===== config.mk =====
export PLATFORM = sky130hd
export DESIGN_NAME = key_debounce_multi
export DESIGN_NICKNAME = d
export VERILOG_FILES = /design/src/rtl/key_debounce_multi.sv
export SDC_FILE = /design/constraint.sdc
export NUM_CORES = 1
export LEC_CHECK = 0
export CAP_MARGIN = 25
export CORE_AREA = 5 5 182 184
export CTS_CLUSTER_DIAMETER = 120
export DETAILED_ROUTE_END_ITERATION = 8
export DIE_AREA = 0 0 187 189
export SLEW_MARGIN = 30
export SYNTH_ARGS = -nofsm -noshare
export SYNTH_HDL_FRONTEND = slang
export SYNTH_SLANG_ARGS = --single-unit

===== constraint.sdc =====
create_clock -name i_clk -period 10.1 [get_ports i_clk]
set_clock_uncertainty 0.2 [all_clocks]
set_input_delay 1.515 -clock i_clk [delete_from_list [all_inputs] [get_ports i_clk]]
set_output_delay 1.515 -clock i_clk [all_outputs]
set_load 0.005 [all_outputs]

===== src/rtl/key_debounce_multi.sv =====
`default_nettype none
`timescale 1ns/1ps
// ============================================================================
// Module   : key_debounce_multi
// Purpose  : Multi-channel key debouncer. Each channel synchronises a raw
//            key pin and normalises its polarity. A change is accepted only
//            after DEB_CYCLES+1 consecutive matching samples. The channel then
//            produces a debounced level and one-cycle press, release and
//            long-press strobes.
// Ports    : i_clk          system clock
//            i_reset        asynchronous active-high reset
//            i_key          raw key pins, polarity set by ACTIVE_LOW
//            o_key_level    debounced state, 1 = pressed
//            o_key_press    one-cycle strobe on accepted press
//            o_key_release  one-cycle strobe on accepted release
//            o_key_long     one-cycle strobe LONG_CYCLES into a held press
// Revision : 1.0  initial release
// ============================================================================
module key_debounce_multi #(
    parameter int CH_NUM      = 4,
    parameter int DEB_CYCLES  = 1000000,
    parameter int LONG_CYCLES = 50000000,
    parameter int CNT_W       = 26,
    parameter int ACTIVE_LOW  = 1
) (
    input  logic              i_clk,
    input  logic              i_reset,
    input  logic [CH_NUM-1:0] i_key,
    output logic [CH_NUM-1:0] o_key_level,
    output logic [CH_NUM-1:0] o_key_press,
    output logic [CH_NUM-1:0] o_key_release,
    output logic [CH_NUM-1:0] o_key_long
);

    // Per-channel state encoding
    localparam logic [1:0] c_ST_IDLE      = 2'd0;
    localparam logic [1:0] c_ST_PRESS_CHK = 2'd1;
    localparam logic [1:0] c_ST_PRESSED   = 2'd2;
    localparam logic [1:0] c_ST_REL_CHK   = 2'd3;

    localparam logic [CNT_W-1:0] c_CNT_ONE  = CNT_W'(1);
    localparam logic [CNT_W-1:0] c_DEB_LAST = CNT_W'(DEB_CYCLES - 1);
    // LONG_CYCLES==0 disables the long strobe. The terminal value is then
    // never used, so park it at zero rather than underflowing.
    localparam logic [CNT_W-1:0] c_LONG_LAST =
        (LONG_CYCLES == 0) ? '0 : CNT_W'(LONG_CYCLES - 1);
    localparam logic c_LONG_EN = (LONG_CYCLES != 0);
    // Pin level of a released key. The synchroniser resets to it, so reset
    // release can never look like a press edge.
    localparam logic c_PIN_IDLE = (ACTIVE_LOW != 0);

    for (genvar g = 0; g < CH_NUM; g++) begin : g_ch
        logic             r_sync1;
        logic             r_sync2;
        logic             w_p;
        logic [1:0]       r_state;
        logic [1:0]       w_state_nxt;
        logic [CNT_W-1:0] r_dcnt;
        logic [CNT_W-1:0] w_dcnt_nxt;
        logic [CNT_W-1:0] r_hcnt;
        logic [CNT_W-1:0] w_hcnt_nxt;
        logic             r_long_done;
        logic             w_long_done_nxt;
        logic             r_level;
        logic             w_level_nxt;
        logic             r_press;
        logic             w_press_nxt;
        logic             r_release;
        logic             w_release_nxt;
        logic             r_long;
        logic             w_long_nxt;
        logic             w_deb_done;
        logic             w_enter_hold;
        logic             w_hold_nxt;

        // Normalised key: 1 = pressed, regardless of pin polarity
        assign w_p        = r_sync2 ^ c_PIN_IDLE;
        assign w_deb_done = (r_dcnt == c_DEB_LAST);

        // ---------------------------------------------------------------
        // State register: synchroniser, FSM, counters and output strobes
        // ---------------------------------------------------------------
        always_ff @(posedge i_clk or posedge i_reset) begin
            if (i_reset) begin
                r_sync1     <= c_PIN_IDLE;
                r_sync2     <= c_PIN_IDLE;
                r_state     <= c_ST_IDLE;
                r_dcnt      <= '0;
                r_hcnt      <= '0;
                r_long_done <= 1'b0;
                r_level     <= 1'b0;
                r_press     <= 1'b0;
                r_release   <= 1'b0;
                r_long      <= 1'b0;
            end else begin
                r_sync1     <= i_key[g];
                r_sync2     <= r_sync1;
                r_state     <= w_state_nxt;
                r_dcnt      <= w_dcnt_nxt;
                r_hcnt      <= w_hcnt_nxt;
                r_long_done <= w_long_done_nxt;
                r_level     <= w_level_nxt;
                r_press     <= w_press_nxt;
                r_release   <= w_release_nxt;
                r_long      <= w_long_nxt;
            end
        end

        // ---------------------------------------------------------------
        // Next-state logic and debounce counter
        // ---------------------------------------------------------------
        always_comb begin
            w_state_nxt = r_state;
            w_dcnt_nxt  = r_dcnt;
            case (r_state)
                c_ST_IDLE: begin
                    if (w_p) begin
                        w_state_nxt = c_ST_PRESS_CHK;
                        w_dcnt_nxt  = '0;
                    end
                end
                c_ST_PRESS_CHK: begin
                    if (!w_p) begin
                        // Bounce: drop back without any strobe
                        w_state_nxt = c_ST_IDLE;
                    end else if (w_deb_done) begin
                        w_state_nxt = c_ST_PRESSED;
                    end else begin
                        w_dcnt_nxt = r_dcnt + c_CNT_ONE;
                    end
                end
                c_ST_PRESSED: begin
                    if (!w_p) begin
                        w_state_nxt = c_ST_REL_CHK;
                        w_dcnt_nxt  = '0;
                    end
                end
                c_ST_REL_CHK: begin
                    if (w_p) begin
                        // Release bounce: resume the held press
                        w_state_nxt = c_ST_PRESSED;
                    end else if (w_deb_done) begin
                        w_state_nxt = c_ST_IDLE;
                    end else begin
                        w_dcnt_nxt = r_dcnt + c_CNT_ONE;
                    end
                end
                default: begin
                    w_state_nxt = c_ST_IDLE;
                    w_dcnt_nxt  = '0;
                end
            endcase
        end

        // ---------------------------------------------------------------
        // Output logic: level, strobes and the hold/long-press tracking
        // ---------------------------------------------------------------
        always_comb begin
            w_enter_hold  = (r_state == c_ST_PRESS_CHK) &&
                            (w_state_nxt == c_ST_PRESSED);
            w_hold_nxt    = (w_state_nxt == c_ST_PRESSED) ||
                            (w_state_nxt == c_ST_REL_CHK);
            w_press_nxt   = w_enter_hold;
            w_release_nxt = (r_state == c_ST_REL_CHK) &&
                            (w_state_nxt == c_ST_IDLE);
            // Level stays 1 through release checking, so it only tracks
            // accepted transitions.
            w_level_nxt   = w_hold_nxt;

            // Hold counter restarts on every accepted press and saturates
            // at its terminal value, so it can never wrap.
            w_hcnt_nxt = r_hcnt;
            if (w_enter_hold) begin
                w_hcnt_nxt = '0;
            end else if (w_hold_nxt && c_LONG_EN && (r_hcnt != c_LONG_LAST)) begin
                w_hcnt_nxt = r_hcnt + c_CNT_ONE;
            end

            // The strobe is registered together with the hold count that
            // reaches the terminal value, so both are visible in the same cycle.
            // long_done is ignored on entry because it belongs to the
            // previous press.
            w_long_nxt = c_LONG_EN && w_hold_nxt &&
                         (w_hcnt_nxt == c_LONG_LAST) &&
                         (w_enter_hold || !r_long_done);

            if (w_enter_hold) begin
                w_long_done_nxt = w_long_nxt;
            end else begin
                w_long_done_nxt = r_long_done | w_long_nxt;
            end
        end

        assign o_key_level[g]   = r_level;
        assign o_key_press[g]   = r_press;
        assign o_key_release[g] = r_release;
        assign o_key_long[g]    = r_long;
    end

endmodule
`default_nettype wire


==> results.py, run 1 <==
metrics = {
    "status": {
        "status": "finished, final reports clean",
    },
    "detailed_routing": {
        "routed_via_density": 5.827,
        "vias": 11327,
        "drt-total-wl_um": 32300,
        "routedWlPerCell_um": 16.62,
        "dr.first_iter.drc_count": 952,
        "ant_nets": 0,
        "drt_first_pass_iters": 5,
        "drcViolationCount": 0,
    },
    "floorplan": {
        "pin_count": 22,
        "die_w_um": 187,
        "core_area_sq_um": 31230,
        "initial_core_util_pct": 44.15,
        "rows": 65,
        "die_height_um": 189,
        "die-area_sq_um": 35340,
    },
    "synth": {
        "seq_area_frac_synth_pct": 44.17,
        "synth-edff-count": 0,
        "async_flop_share_pct": 100.0,
        "synth_cell_types": 87,
        "synth_top_family_by_area": "simple AND/OR/NAND/NOR gates",
        "synthTopCellsByArea": "dfrtp_1, nor2_1, nand2_1",
        "synth.avg_cell_area_sq_um": 9.007,
        "syn_nets": 1545,
        "synth_compound_area_share_pct": 11.05,
        "synthSimpleGateAreaFrac_pct": 31.50,
        "synth_warnings": 0,
        "synth_seq_cells": 243,
        "synth-xor-area-share_pct": 7.304,
        "synth_fa_ha_area_share_pct": 0.7259,
        "synth.largest_area_cell": "dfrtp_1",
        "ys.flop_type": "dfrtp_1",
        "syn_area_sq_um": 13790,
        "synth_top_area_share_pct": 42.65,
        "syn_inst": 1531,
        "synth.area.mux_share_pct": 1.207,
    },
    "timing": {
        "grt_setup_unrepaired": "false",
        "tightest_slew_ps": 858.6,
        "hold_viol": 0,
        "fin_setup_tns_ps": 0,
        "slew_headroom_pct": 42.76,
        "fin_ws_ps": 5977,
        "fin_crit_sh_pct": 40.83,
        "min_period_ps": 4123,
        "setup_viol": 0,
        "fmax_mhz": 242.5,
        "slew_viol_final": 0,
        "whs_ps": 155.4,
    },
    "global_route": {
        "grt_pass1_vias": 10797,
        "grt_max_degree": 117,
        "antenna_found_initial": 0,
        "grt-ovfl-total": 0,
        "grtUsageTotal_pct": 18.05,
        "grt_pass1_wl_um": 55140,
    },
    "setup_path": {
        "slowest_delay_ps": 690,
        "slowest_stage": "or2_1",
        "cp_top_family": "simple AND/OR/NAND/NOR gates",
        "worstSetupPathType": "reg -> reg",
        "crit_required_ps": 10380,
        "path_buf_inv": 2,
        "critPathMaxFanout": 23,
        "critical_path.cell_chain": "nor4b_1 > nand4_1 > nor3_1 > buf_4 > or2_1 > inv_1 > nand2_1 > a21o_1 > nor4b_1 > nand4_1 > a21oi_1",
        "crit_path_end_kind": "flop",
        "arrival_ps": 4400,
        "start_kind": "flop",
    },
    "placed_design": {
        "place_ws_ps": 6077,
        "place_area_sq_um": 14250,
        "routabilityCongestion": 0.9025,
        "io_buffer_count": 21,
        "place_hpwl_um": 21840,
    },
    "power_and_ir_drop": {
        "leakage_nw": 6.498,
        "irDropWorstVdd_mv": 0.1380,
        "power_density_nw_per_um2": 145.2,
    },
    "clocking": {
        "clockRootBuffer": "clkbuf_16",
        "cts.sinks": 243,
        "clk_latency_ps": 550,
        "cts_buffer_depth": 3,
        "cts_max_level": 1,
        "cts_made_buffers": 29,
        "cts_setup_buffers": 0,
        "cts_tree": "built",
        "clkTransAtPathRegs_ps": 60,
        "ctsHoldBuffers": 0,
        "cts_resized": 0,
    },
    "layout": {
        "antennaDiodeCount": 0,
        "final_area_sq_um": 15350,
        "drive_above_1_share_pct": 7.393,
        "layout.nets": 1534,
        "syn_to_final_growth_pct": 11.35,
    },
    "flow_run": {
        "drv_cap": 0,
    },
    "worst_hold_path": {
        "min_path_type": "reg -> reg",
    },
}
-- flip-flops by register name (all words and copies together) (netlist names) --
register and count:
g_ch.r_dcnt 104, g_ch.r_hcnt 104, g_ch.r_state 7, g_ch.r_level 4, g_ch.r_long 4, g_ch.r_long_done 4
g_ch.r_press 4, g_ch.r_release 4, g_ch.r_sync1 4, g_ch.r_sync2 4
-- stage by stage --
step | cells | utilization (%) | power, mW
final | 1944 | 49.17 | 2.229
after global routing | 1944 | 49.17 | 2.318
after CTS | 1944 | 49.12 | 2.269
after detailed placement | 1891 | 45.65 | 1.077
after global placement | 1891 | 45.61 | 1.075
after floorplan | 1531 | - | 1.056
-- power by group --
part | internal (mW) | switching [mW]
clock network | 0.757 | 0.414
registers | 0.987 | 0.0162
logic | 0.0163 | 0.0379
-- cell usage in the layout, fill, tap and decap left out, drive strengths merged, types with 25 or more instances in the layout --
cell	n
nor4	41
dfrtp	235
xor2	67
clkbuf	36
nand2	164
and4	25
nor2	179
and3	40
o21ai	65
nor3	48
inv	47
nand3	101
xnor2	48
a21oi	32
nand4	64
-- cell usage after synthesis, types with 5 or more instances --
master / n
nor4b_1: 19
o21ai_0: 60
a21oi_1: 30
nor4_1: 36
a221o_1: 8
or4_1: 17
ha_1: 8
xnor2_1: 48
a211o_1: 7
nand3_1: 101
and4b_1: 6
clkbuf_1: 43
nor3b_1: 9
and3_1: 40
nand4_1: 63
dfstp_2: 8
or2_2: 5
xor2_1: 67
nand4b_1: 6
dfrtp_1: 235
a21o_1: 11
buf_4: 16
nand2_1: 163
or3_1: 23
inv_1: 44
and4_1: 24
buf_2: 13
and2_1: 15
nor2_1: 179
a22o_1: 23
nand2b_1: 10
mux2i_1: 11
o31ai_1: 15
a31oi_1: 8
nor2b_1: 9
nor3_1: 47
-- cells by family after synthesis --
family	count (synthesis)
adder cells (fa/ha/maj)	8
flip-flops	243
buffers and inverters	124
AND/OR/NAND/NOR	806
multiplexers	16
XOR/XNOR	115
AO/OA/AOI/OAI	219
-- path summary, 6_finish.rpt --
kind                       cells after the start               start                  to  slack (ps)
hold / removal                                 0     g_ch[3].r_sync1     g_ch[3].r_sync2         160
hold reg to reg                                0     g_ch[3].r_sync1     g_ch[3].r_sync2         160
setup reg to reg                              11  g_ch[0].r_dcnt[10]      g_ch[0].r_long        5980
min in group asynchronous                      2             i_reset   g_ch[0].r_release        1320
max in group asynchronous                      3             i_reset  g_ch[3].r_dcnt[12]        7050
setup / recovery                              11  g_ch[0].r_dcnt[10]      g_ch[0].r_long        5980
-- cell type report --
| class | count | area, sq um |
|---|---|---|
| Clock buffer | 36 | 792.0 |
| Clock inverter | 17 | 294.0 |
| Fill cell | 2959 | 15880 |
| Inverter | 47 | 183.9 |
| Multi-Input combinational cell | 1164 | 7171 |
| Sequential cell | 243 | 6092 |
| Tap cell | 402 | 503.0 |
| Timing Repair Buffer | 35 | 319.1 |
-- layer usage --
metal | up-vias | part of all wire, % | track usage, %
met5 | - | 0 | 0
met3 | 53 | 4.1 | 2.305
met4 | 0 | 2.1 | 4.010
met1 | 5485 | 49 | 26.81
li1 | 5539 | - | -
met2 | 250 | 45 | 28.39
Power figures use the tool's default switching activity.
==> run 2: changes to the inputs <==
==> constraint.sdc (replaced) <==
create_clock -name i_clk -period 4.3 [get_ports i_clk]
set_clock_uncertainty 0.2 [all_clocks]
set_input_delay 0.645 -clock i_clk [delete_from_list [all_inputs] [get_ports i_clk]]
set_output_delay 0.645 -clock i_clk [all_outputs]
set_load 0.005 [all_outputs]
==> results.py, run 2 (same netlist as run 1, synthesis figures left out) <==
metrics = {
    "setup_path": {
        "critPathMostFrequentCell": "nor4b_1",
        "critPathMaxFanout": 13,
        "r2r_cells": 9,
        "regToRegStartpoint": "g_ch[1].r_dcnt[7]",
        "rr_endpoint": "g_ch[1].r_long",
        "slowest_delay_ps": 590,
        "worstSetupPathType": "reg -> reg",
        "crit_path_end_kind": "flop",
        "cp-startpoint": "g_ch[1].r_dcnt[7]",
        "arrival_ps": 4050,
        "slowest_stage": "nor4b_1",
        "critical_path.cell_chain": "nor4b_1 > nand2_1 > nor4_1 > o21ai_2 > a221o_1 > or3b_1 > nor4b_1 > nand4_1 > a21oi_1",
        "ff2ff_setup_slack_ps": 510,
        "start_kind": "flop",
        "crit_required_ps": 4560,
        "critPathCapture": "g_ch[1].r_long",
    },
    "floorplan": {
        "die_w_um": 187,
        "pin_count": 22,
        "rows": 65,
        "core_area_sq_um": 31230,
        "die_height_um": 189,
        "initial_core_util_pct": 44.15,
        "die-area_sq_um": 35340,
    },
    "clocking": {
        "cts_tree": "built",
        "clk_latency_ps": 540,
        "ctsHoldBuffers": 0,
        "cts_resized": 0,
        "cts_buffer_depth": 3,
        "cts.sinks": 243,
        "clockRootBuffer": "clkbuf_16",
        "cts_made_buffers": 28,
        "cts_setup_buffers": 0,
        "clkTransAtPathRegs_ps": 60,
        "cts_max_level": 1,
    },
    "timing": {
        "fin_crit_sh_pct": 88.14,
        "fmax_mhz": 263.9,
        "setup_viol": 0,
        "slew_viol_final": 0,
        "tightest_slew_ps": 767.8,
        "slew_headroom_pct": 48.81,
        "hold_viol": 0,
        "grt_setup_unrepaired": "false",
        "fin_setup_tns_ps": 0,
        "min_period_ps": 3790,
    },
    "placed_design": {
        "place_hpwl_um": 22220,
        "routabilityCongestion": 0.9086,
        "io_buffer_count": 21,
    },
    "detailed_routing": {
        "routedWlPerCell_um": 16.33,
        "drt-total-wl_um": 32090,
        "routed_via_density": 5.758,
        "ant_nets": 0,
        "vias": 11315,
        "drt_first_pass_iters": 6,
        "drcViolationCount": 0,
        "dr.first_iter.drc_count": 1011,
    },
    "layout": {
        "antennaDiodeCount": 0,
        "final_cell_mix": "dfrtp_1, nor2_1, nand2_1, nand3_1, xor2_1",
        "layout.nets": 1555,
        "drive_above_1_share_pct": 7.742,
        "final_common_cell": "dfrtp_1",
        "syn_to_final_growth_pct": 11.03,
        "top_regs": "g_ch.r_dcnt: 104 flops, g_ch.r_hcnt: 104 flops, g_ch.r_state: 7 flops",
    },
    "global_route": {
        "grt-ovfl-total": 0,
        "grt_max_degree": 97,
        "grtUsageTotal_pct": 18.00,
        "grt_pass1_wl_um": 54990,
        "antenna_found_initial": 0,
        "grt_pass1_vias": 10660,
    },
    "power_and_ir_drop": {
        "power_density_nw_per_um2": 310.2,
        "irDropWorstVdd_mv": 0.2957,
        "power_mw": 4.749,
        "leakage_nw": 6.503,
    },
    "flow_run": {
        "drv_cap": 0,
    },
    "worst_hold_path": {
        "min_path_type": "reg -> reg",
    },
    "status": {
        "status": "finished, final reports clean",
    },
}
## run 2: cell types whose count changed in the layout (fill, tap and decap cells not counted), moves of 2 or more
cell       delta
clkbuf_1     +12
bufinv_16     -7
buf_4        +21
buf_12        +2
clkinv_2      -3
## run 2: worst min-delay path by stage
stage | startpoint | to | slack (ps) | cells past startpoint
floorplan | g_ch[0].r_sync1 | g_ch[0].r_sync2 | 150 | 0
global placement | g_ch[0].r_sync1 | g_ch[0].r_sync2 | 150 | 0
detailed placement | g_ch[0].r_sync1 | g_ch[0].r_sync2 | 150 | 0
CTS | g_ch[0].r_sync1 | g_ch[0].r_sync2 | 160 | 0
global route | g_ch[1].r_sync1 | g_ch[1].r_sync2 | 160 | 0
finish | g_ch[0].r_sync1 | g_ch[0].r_sync2 | 150 | 0
## run 2: area by class of cell
| cell class | instances | area, sq um |
|---|---|---|
| clock buffer | 47 | 812.0 |
| sequential | 243 | 6091 |
| multi-input combinational | 1164 | 7158 |
| clock inverter | 5 | 61.31 |
| timing repair buffer | 57 | 505.5 |
| tap | 402 | 503.0 |
| inverter | 47 | 180.2 |
| fill | 2977 | 15920 |
## run 2: power breakdown
group | total [mW] | internal (mW) | switching (mW)
combinational | 0.131 | 0.0420 | 0.0892
clock | 2.26 | 1.34 | 0.923
sequential | 2.36 | 2.32 | 0.0372
## run 2: per-layer routing
metal	up-vias	GRT usage, %	routed length (um)
met2	259	28.36	14270
li1	5563	-	-
met1	5428	26.60	15750
met3	65	2.194	1305
met5	-	0	0
met4	0	4.380	756
## run 2: worst max-delay path, delay by kind of cell (launching register included)
kind | cells | cell delay, ps
compound gates | 3 | 860
flops | 1 | 410
simple gates | 6 | 2260
## run 2: through the flow
step                      area [sq um]  utilization (%)  instances  hold WS [ps]  setup WS [ps]
after detailed placement         14430            46.21       1913         147.2          494.0
after global placement           14430            46.21       1913         146.4          599.4
after CTS                        15300            49.01       1965         155.6          476.3
final                            15310            49.03       1965         154.2          510.1
after global routing             15310            49.03       1965         159.4          215.9
after floorplan                  13790                -       1531         145.2          271.7
==> run 3: changes to the inputs <==
--- a/config.mk
+++ b/config.mk
@@ -6,10 +6,12 @@
 export NUM_CORES = 1
 export LEC_CHECK = 0
 export CAP_MARGIN = 25
-export CORE_AREA = 5 5 182 184
+export CORE_AREA = 5 5 165 167
 export CTS_CLUSTER_DIAMETER = 120
 export DETAILED_ROUTE_END_ITERATION = 8
-export DIE_AREA = 0 0 187 189
+export DIE_AREA = 0 0 170 172
+export HOLD_SLACK_MARGIN = 0.02
+export PLACE_DENSITY = 0.71
 export SLEW_MARGIN = 30
 export SYNTH_ARGS = -nofsm -noshare
 export SYNTH_HDL_FRONTEND = slang
==> results.py, run 3 (same netlist as run 1, synthesis figures left out) <==
metrics = {
    "status": {
        "status": "finished, final reports clean",
    },
    "clocking": {
        "cts_buffer_depth": 3,
        "clockRootBuffer": "clkbuf_16",
        "cts.sinks": 243,
        "cts_resized": 0,
        "clk_latency_ps": 540,
        "cts_max_level": 1,
        "cts_setup_buffers": 0,
        "cts_tree": "built",
        "clkTransAtPathRegs_ps": 60,
        "cts_made_buffers": 29,
        "ctsHoldBuffers": 0,
    },
    "layout": {
        "layout.cells.non_filler": 1891,
        "drive_above_1_share_pct": 8.098,
        "post-route-util_pct": 59.82,
        "top_regs": "g_ch.r_dcnt: 104 flops, g_ch.r_hcnt: 104 flops, g_ch.r_state: 7 flops",
        "final_common_cell": "dfrtp_1",
        "syn_to_final_growth_pct": 11.12,
        "antennaDiodeCount": 0,
        "layout.nets": 1548,
        "final_cell_mix": "dfrtp_1, nor2_1, nand2_1, nand3_1, xor2_1",
    },
    "floorplan": {
        "rows": 59,
        "pin_count": 22,
        "core_area_sq_um": 25620,
        "die_height_um": 172,
        "initial_core_util_pct": 53.83,
        "die-area_sq_um": 29240,
        "die_w_um": 170,
    },
    "timing": {
        "hold_viol": 0,
        "min_period_ps": 3807,
        "fin_ws_ps": 492.6,
        "grt_setup_unrepaired": "false",
        "fin_setup_tns_ps": 0,
        "slew_viol_final": 0,
        "tightest_slew_ps": 879.1,
        "fin_crit_sh_pct": 88.54,
        "setup_viol": 0,
        "slew_headroom_pct": 40.85,
        "fmax_mhz": 262.6,
    },
    "setup_path": {
        "worstSetupPathType": "reg -> reg",
        "slowest_stage": "or4_1",
        "cp_top_family": "simple AND/OR/NAND/NOR gates",
        "crit_path_end_kind": "flop",
        "start_kind": "flop",
        "r2r_cells": 10,
        "critPathMaxFanout": 9,
        "path_buf_inv": 0,
        "critical_path.cell_chain": "ha_1 > and4_1 > nand2_1 > or4_1 > nand4_1 > nor2_1 > xnor2_1 > or4b_1 > or4_4 > o21ai_1",
        "crit_required_ps": 4560,
        "slowest_delay_ps": 690,
        "critical_path_cell_count": 10,
        "arrival_ps": 4070,
    },
    "power_and_ir_drop": {
        "irDropWorstVdd_mv": 0.3005,
        "power_density_nw_per_um2": 334.3,
        "leakage_nw": 6.559,
        "power_mw": 5.122,
    },
    "detailed_routing": {
        "drcViolationCount": 0,
        "routedWlPerCell_um": 16.54,
        "vias": 11557,
        "drt-total-wl_um": 31290,
        "drt_first_pass_iters": 5,
        "dr.first_iter.drc_count": 854,
        "routed_via_density": 6.112,
        "ant_nets": 0,
    },
    "global_route": {
        "grt_max_degree": 181,
        "grt_pass1_wl_um": 53760,
        "antenna_found_initial": 0,
        "grtUsageTotal_pct": 21.57,
        "grt_pass1_vias": 10933,
        "grt-ovfl-total": 0,
    },
    "placed_design": {
        "io_buffer_count": 21,
        "place_hpwl_um": 21320,
        "routabilityCongestion": 0.9195,
        "dpl.cell_count": 1837,
        "place_ws_ps": 531.5,
    },
    "flow_run": {
        "drv_cap": 0,
    },
    "worst_hold_path": {
        "hold_depth": 0,
        "min_path_type": "reg -> reg",
    },
}
## run 3: cell count changes in the layout (fill, tap and decap cells not counted), moves of 2 or more
cell       change
nor4_1         +2
clkbuf_1      -13
buf_4          -8
nor4_2         -2
bufinv_16      +5
clkinv_2       +7
## run 3: worst paths after layout
path / start / to / slack, ps
min in group asynchronous: i_reset / g_ch[0].r_dcnt[6] / 360
max: g_ch[3].r_dcnt[0] / g_ch[3].r_long_done / 490
min: g_ch[3].r_sync1 / g_ch[3].r_sync2 / 160
max reg2reg: g_ch[3].r_dcnt[0] / g_ch[3].r_long_done / 490
max in group asynchronous: i_reset / g_ch[3].r_hcnt[23] / 2670
min reg2reg: g_ch[3].r_sync1 / g_ch[3].r_sync2 / 160
## run 3: where the power goes
| group | internal (mW) | switching (mW) |
|---|---|---|
| logic | 0.0422 | 0.0882 |
| clock network | 1.65 | 0.991 |
| registers | 2.32 | 0.0377 |
| total | 4.01 | 1.12 |
## run 3: layer usage
| metal | up-vias | routed length [um] | global-route usage [%] | part of all wire, % |
|---|---|---|---|---|
| li1 | 5554 | - | - | - |
| met1 | 5625 | 14650 | 31.32 | 47 |
| met2 | 322 | 14390 | 34.80 | 46 |
| met3 | 56 | 1497 | 2.721 | 4.8 |
| met4 | 0 | 752 | 5.243 | 2.4 |
| met5 | - | 0 | 0 | 0 |
## run 3: area by class of cell
class	instances	area, sq um
fill	2200	10290
multi-input combinational	1164	7148
sequential	243	6091
clock buffer	34	774.5
timing repair buffer	49	452.9
tap	335	419.2
clock inverter	19	257.7
inverter	47	180.2
## run 3: through the flow
step	hold WS, ps	cell area, sq um
after floorplan	145.2	13790
after global placement	146.9	14260
after detailed placement	148.2	14260
after CTS	156.4	15300
after global routing	156.7	15320
final	155.2	15320
